`config.mk`:
```
export PLATFORM = sky130hd
export DESIGN_NAME = env_step
export DESIGN_NICKNAME = d
export VERILOG_FILES = /design/src/rtl/env_step.sv
export SDC_FILE = /design/constraint.sdc
export NUM_CORES = 1
export LEC_CHECK = 0
export CAP_MARGIN = 10
export CORE_MARGIN = 3
export CORE_UTILIZATION = 30
export CTS_CLUSTER_SIZE = 24
export DETAILED_ROUTE_END_ITERATION = 10
export GPL_ROUTABILITY_DRIVEN = 0
export PLACE_DENSITY = 0.6
export SLEW_MARGIN = 0
export SYNTH_ARGS = -nofsm -noshare
export SYNTH_HDL_FRONTEND = slang
export SYNTH_SLANG_ARGS = --single-unit
```
`constraint.sdc`:
```
create_clock -name i_clk -period 3.4 [get_ports i_clk]
set_clock_uncertainty 0.15 [all_clocks]
set_input_delay 0.68 -clock i_clk [delete_from_list [all_inputs] [get_ports i_clk]]
set_output_delay 0.68 -clock i_clk [all_outputs]
set_load 0.1 [all_outputs]
```
`src/rtl/env_step.sv`:
```
// Grid-world environment step engine.
// Accepts a (x, y, action) request, fetches the reward word from an external
// rtable, computes the next grid position with wall clamping and goal
// detection, and tracks the number of steps taken in the current episode.
module env_step #(
    parameter int unsigned ADDR_WIDTH = 19,
    parameter int unsigned DATA_WIDTH = 32,
    parameter int unsigned MAX_STEPS  = 1024
) (
    input  logic                  i_clk,
    input  logic                  i_rst,
    input  logic                  i_valid,
    output logic                  o_ready,
    input  logic [7:0]            i_x,
    input  logic [7:0]            i_y,
    input  logic [2:0]            i_action,
    output logic [ADDR_WIDTH-1:0] o_raddr,
    output logic                  o_rread,
    input  logic [DATA_WIDTH-1:0] i_rdata,
    output logic                  o_valid,
    input  logic                  i_ready,
    output logic [7:0]            o_nx,
    output logic [7:0]            o_ny,
    output logic [DATA_WIDTH-1:0] o_reward,
    output logic                  o_wall,
    output logic                  o_goal,
    output logic                  o_done,
    output logic [15:0]           o_step_cnt
);

    typedef enum logic [1:0] {
        IDLE  = 2'd0,
        ISSUE = 2'd1,
        WAIT  = 2'd2,
        OUT   = 2'd3
    } state_t;

    state_t state;
    state_t state_nxt;

    logic       accept;
    logic       handshake;

    // Request fields captured on accept; the live inputs are ignored afterwards.
    logic [7:0] x_q;
    logic [7:0] y_q;
    logic [2:0] a_q;

    // Geometry for the latched request.
    logic signed [8:0] dx;
    logic signed [8:0] dy;
    logic [8:0]        nx9;
    logic [8:0]        ny9;
    logic              geo_wall;
    logic [7:0]        geo_nx;
    logic [7:0]        geo_ny;
    logic              geo_goal;
    logic              last_step;

    assign accept    = (state == IDLE) && i_valid;
    assign handshake = (state == OUT) && i_ready;
    assign last_step = (o_step_cnt == 16'(MAX_STEPS - 1));

    // State register.
    always_ff @(posedge i_clk or posedge i_rst) begin
        if (i_rst) begin
            state <= IDLE;
        end else begin
            state <= state_nxt;
        end
    end

    // Next-state logic and state-decoded handshake/strobe outputs.
    always_comb begin
        state_nxt = state;
        o_ready   = 1'b0;
        o_rread   = 1'b0;
        o_valid   = 1'b0;
        case (state)
            IDLE: begin
                o_ready = 1'b1;
                if (i_valid) begin
                    state_nxt = ISSUE;
                end
            end
            ISSUE: begin
                o_rread   = 1'b1;
                state_nxt = WAIT;
            end
            WAIT: begin
                state_nxt = OUT;
            end
            OUT: begin
                o_valid = 1'b1;
                if (i_ready) begin
                    state_nxt = IDLE;
                end
            end
            default: begin
                state_nxt = IDLE;
            end
        endcase
    end

    // Move decode and 9-bit signed next-position arithmetic; bit 8 set means
    // the coordinate left 0..255 (either -1 or 256), which is a wall hit.
    always_comb begin
        dx = 9'sd0;
        dy = 9'sd0;
        case (a_q)
            3'd0: begin dx = -9'sd1; dy =  9'sd0; end
            3'd1: begin dx = -9'sd1; dy = -9'sd1; end
            3'd2: begin dx =  9'sd0; dy = -9'sd1; end
            3'd3: begin dx =  9'sd1; dy = -9'sd1; end
            3'd4: begin dx =  9'sd1; dy =  9'sd0; end
            3'd5: begin dx =  9'sd1; dy =  9'sd1; end
            3'd6: begin dx =  9'sd0; dy =  9'sd1; end
            3'd7: begin dx = -9'sd1; dy =  9'sd1; end
            default: begin dx = 9'sd0; dy = 9'sd0; end
        endcase
        nx9      = {1'b0, x_q} + dx;
        ny9      = {1'b0, y_q} + dy;
        geo_wall = nx9[8] | ny9[8];
        geo_nx   = geo_wall ? x_q : nx9[7:0];
        geo_ny   = geo_wall ? y_q : ny9[7:0];
        geo_goal = !geo_wall && (geo_nx == 8'hFF) && (geo_ny == 8'hFF);
    end

    // Request capture and rtable address; the address register loads on the
    // accept edge so it is already presented throughout ISSUE and then holds.
    always_ff @(posedge i_clk or posedge i_rst) begin
        if (i_rst) begin
            x_q     <= '0;
            y_q     <= '0;
            a_q     <= '0;
            o_raddr <= '0;
        end else if (accept) begin
            x_q     <= i_x;
            y_q     <= i_y;
            a_q     <= i_action;
            o_raddr <= ADDR_WIDTH'({i_x, i_y, i_action});
        end
    end

    // Result registers: loaded when leaving WAIT, held stable through OUT.
    always_ff @(posedge i_clk or posedge i_rst) begin
        if (i_rst) begin
            o_reward <= '0;
            o_nx     <= '0;
            o_ny     <= '0;
            o_wall   <= 1'b0;
            o_goal   <= 1'b0;
            o_done   <= 1'b0;
        end else if (state == WAIT) begin
            o_reward <= i_rdata;
            o_nx     <= geo_nx;
            o_ny     <= geo_ny;
            o_wall   <= geo_wall;
            o_goal   <= geo_goal;
            o_done   <= geo_goal | last_step;
        end
    end

    // Episode step counter, advanced on the result handshake.
    always_ff @(posedge i_clk or posedge i_rst) begin
        if (i_rst) begin
            o_step_cnt <= '0;
        end else if (handshake) begin
            if (o_done) begin
                o_step_cnt <= '0;
            end else begin
                o_step_cnt <= o_step_cnt + 16'd1;
            end
        end
    end

endmodule

```
==> flow_summary.yaml <==
global_routing:
  global_route.overflow_total: 0
  groute.layer.met2.usage: 0.245
  globalRouteMet3Util: 0.0446
  antenna_found_initial: 0
  grt-busiest-layer: "met2"
  grt_usage: 0.146
  groute.layer.met1.usage: 0.189
  grt_max_degree: 46
  grt_pass1_wl_um: 19500
  grt_pass1_vias: 3805
timing:
  timing.final.crit_share: 0.927
  timing_hold_violations_final: 0
  slew_headroom: 0.624
  rsz0062_at_grt: "no"
  fin_setup_tns_ns: 0
  worst-slew-pin-transition_ns: 0.564
  report.final.setup_viol: 0
  drv_slew: 0
  fin_crit_ns: 3.15
  fmax_mhz: 317
floorplanning:
  die_width_um: 130
  core_area_um2: 14800
  boundaryPins: 144
  initial_core_util: 0.311
  floorplan.die_area_um2: 16800
  chipHeight_um: 130
  placement_rows: 44
clock_network:
  cts.path.max_buffers: 2
  clk_transition_reported_paths_ns: 0.06
  postCtsSetupBuffers: 0
  clock_tree.htree_level_count: 3
  tritoncts: "done"
  numCtsBuffers: 9
  clock_tree.root_cell: "sky130_fd_sc_hd__clkbuf_16"
  clock_latency_ns: 0.34
  cts_num_sinks: 88
drt:
  drt_first_iter_violations: 141
  via_density: 5.02
  ant_nets: 0
  postRouteWirelength_um: 12000
  routed-via-count: 3791
  post-route-drc-count: 0
  drt_pre_antenna_iters: 5
  avgRoutedWirePerCell_um: 16.0
finish:
  final_area_um2: 6370
  final_net_count: 644
  n_antenna_cell: 0
  area.growth.synth_to_final_pct: 38.7
  drive_above_1_share: 0.331
  nFillCells: 1420
  utilization: 0.432
setup_path:
  critical_path_arrival_ns: 3.25
  worst-path-max-fanout: 9
  r2r.worst_path.cells: 10
  crit_start: "o_raddr[0]"
  critPathKind: "flop to flop"
  end_point_of_the_critical_path: "o_nx[4]"
  worst_r2r_startpoint: "o_raddr[0]"
  worst_r2r_endpoint: "o_nx[4]"
  r2r_slack_ns: 0.25
  setup.worst_path.end_class: "flop"
  startpoint_class_of_the_critical_path: "flop"
  critical_path_required_ns: 3.50
synthesis:
  syn_nets: 491
  postSynth.asyncResetShare: 1.00
  yosysUniqueCellTypes: 60
  yosys_warnings: 0
  yosys.area.top_type: "sky130_fd_sc_hd__dfrtp_1"
  postSynthRegisterBits: 88
  synth_sequential_area_ratio: 0.480
  netlist_top_cells_area: "sky130_fd_sc_hd__dfrtp_1 48%, sky130_fd_sc_hd__mux2_2 13%, sky130_fd_sc_hd__ha_1 5.7%"
  synthFlopType: "sky130_fd_sc_hd__dfrtp_1"
  synthesis.area_per_instance_um2: 11.1
  post-synth-top-area-fraction: 0.480
  synth_area_um2: 4590
  synth_enable_flop_cells: 0
  post_synthesis_cells: 413
run:
  maxCapViolCount: 0
placement:
  placed_cell_area_um2: 6080
  dp_hpwl_um: 9150
  place.port_buffers: 143
outcome:
  run_status: "complete, no violations"
hold_path:
  worstHoldPathType: "flop to flop"
==> how the worst min path moves through the flow <==
stage	start	end	slack, ns	cells past startpoint
after floorplan	state[0]	state[0]	0.38	1
after global placement	o_goal	o_goal	0.32	1
after detailed placement	o_nx[5]	o_nx[5]	0.35	1
after CTS	o_nx[5]	o_nx[5]	0.36	1
after global routing	o_reward[4]	o_reward[4]	0.37	1
final	o_nx[5]	o_nx[5]	0.35	1
==> final cells by class <==
class | instances | area [um^2] | area share
Timing Repair Buffer | 157 | 1310 | 0.206
Tap cell | 184 | 230 | 0.0361
Sequential cell | 88 | 2210 | 0.346
Clock buffer | 10 | 229 | 0.0359
Multi-Input combinational cell | 298 | 2280 | 0.358
Clock inverter | 6 | 60.1 | 0.00943
Inverter | 12 | 47.5 | 0.00746
==> critical path: stages (launching register included) <==
cell                       delay (ns)
sky130_fd_sc_hd__dfrtp_2         0.42
sky130_fd_sc_hd__or2_2           0.31
sky130_fd_sc_hd__ha_1            0.23
sky130_fd_sc_hd__fa_1            0.45
sky130_fd_sc_hd__a211oi_4        0.30
sky130_fd_sc_hd__o21ai_2         0.12
sky130_fd_sc_hd__a31oi_4         0.24
sky130_fd_sc_hd__xor2_2          0.33
sky130_fd_sc_hd__buf_4           0.25
sky130_fd_sc_hd__nand3_1         0.08
sky130_fd_sc_hd__a31oi_1         0.19
==> cell families after synthesis <==
group / count (synthesis) / share of synthesized area
AO/OA/AOI/OAI: 87 / 0.132
XOR/XNOR: 19 / 0.0379
adder cells (fa/ha/maj): 23 / 0.0659
buffers and inverters: 27 / 0.0253
flip-flops: 88 / 0.480
multiplexers: 53 / 0.129
AND/OR/NAND/NOR: 116 / 0.129
==> routing by layer <==
| metal | vias up | routed length, um |
|---|---|---|
| met5 | - | 0 |
| met4 | 0 | 86 |
| met3 | 7 | 720 |
| met2 | 110 | 5970 |
| met1 | 1857 | 5270 |
| li1 | 1817 | - |
==> registers in the layout (all words and copies together), names as in the netlist <==
| name | count |
|---|---|
| o_done | 1 |
| o_nx | 8 |
| o_goal | 1 |
| state | 2 |
| o_reward | 32 |
| o_raddr | 19 |
| o_ny | 8 |
| o_wall | 1 |
| o_step_cnt | 16 |
==> cell usage in the layout (no fill, tap or decap), types with 7 or more instances in the layout <==
cell type                         instances
sky130_fd_sc_hd__a21oi_1                 13
sky130_fd_sc_hd__a31oi_1                 11
sky130_fd_sc_hd__buf_4                  103
sky130_fd_sc_hd__clkbuf_16                9
sky130_fd_sc_hd__clkdlybuf4s50_1         54
sky130_fd_sc_hd__dfrtp_1                 85
sky130_fd_sc_hd__ha_1                    20
sky130_fd_sc_hd__inv_1                   10
sky130_fd_sc_hd__mux2_2                  51
sky130_fd_sc_hd__nand2_1                 18
sky130_fd_sc_hd__nand3_1                 18
sky130_fd_sc_hd__nor2_1                  35
sky130_fd_sc_hd__nor3_1                   8
sky130_fd_sc_hd__o21ai_0                 23
sky130_fd_sc_hd__xnor2_1                  7
sky130_fd_sc_hd__xor2_1                  11
==> cells in the mapped netlist (all sizes together) (2+ instances only) <==
cell type   n
o21ai      26
nor2       35
a221o       5
a21o        4
o31ai       2
clkbuf     10
nor4        2
o21a        2
or2         4
nand4       5
buf         5
nand3      18
nor3        8
or4         2
nor2b       4
a21oi      13
inv        11
fa          2
and3        4
xnor2       7
a211oi      8
mux2i       2
and4        2
or3         3
nand2b      7
mux2       51
nor3b       2
nand2      18
o2bb2ai     2
dfrtp      88
a31oi      12
o211ai      2
ha         21
xor2       12
==> timing repair <==
action                     4_1_cts  5_1_grt
gates resized for setup          0        1
setup endpoints to repair        0       16
hold endpoints to repair         0        0
hold buffers                     0        0
==> stage by stage <==
| stage | instances | setup slack, ns | hold slack (ns) |
|---|---|---|---|
| 4_1_cts | 755 | 0.149 | 0.362 |
| 5_1_grt | 755 | 0.0250 | 0.371 |
| 3_5_place_dp | 739 | 0.160 | 0.347 |
| 6_report | 755 | 0.250 | 0.353 |
| 3_3_place_gp | 739 | 0.245 | 0.324 |
| 2_1_floorplan | 413 | 0.0927 | 0.378 |
Power is not shown: default switching activity piles up to over one toggle a cycle in this logic, so the estimate is an artifact.
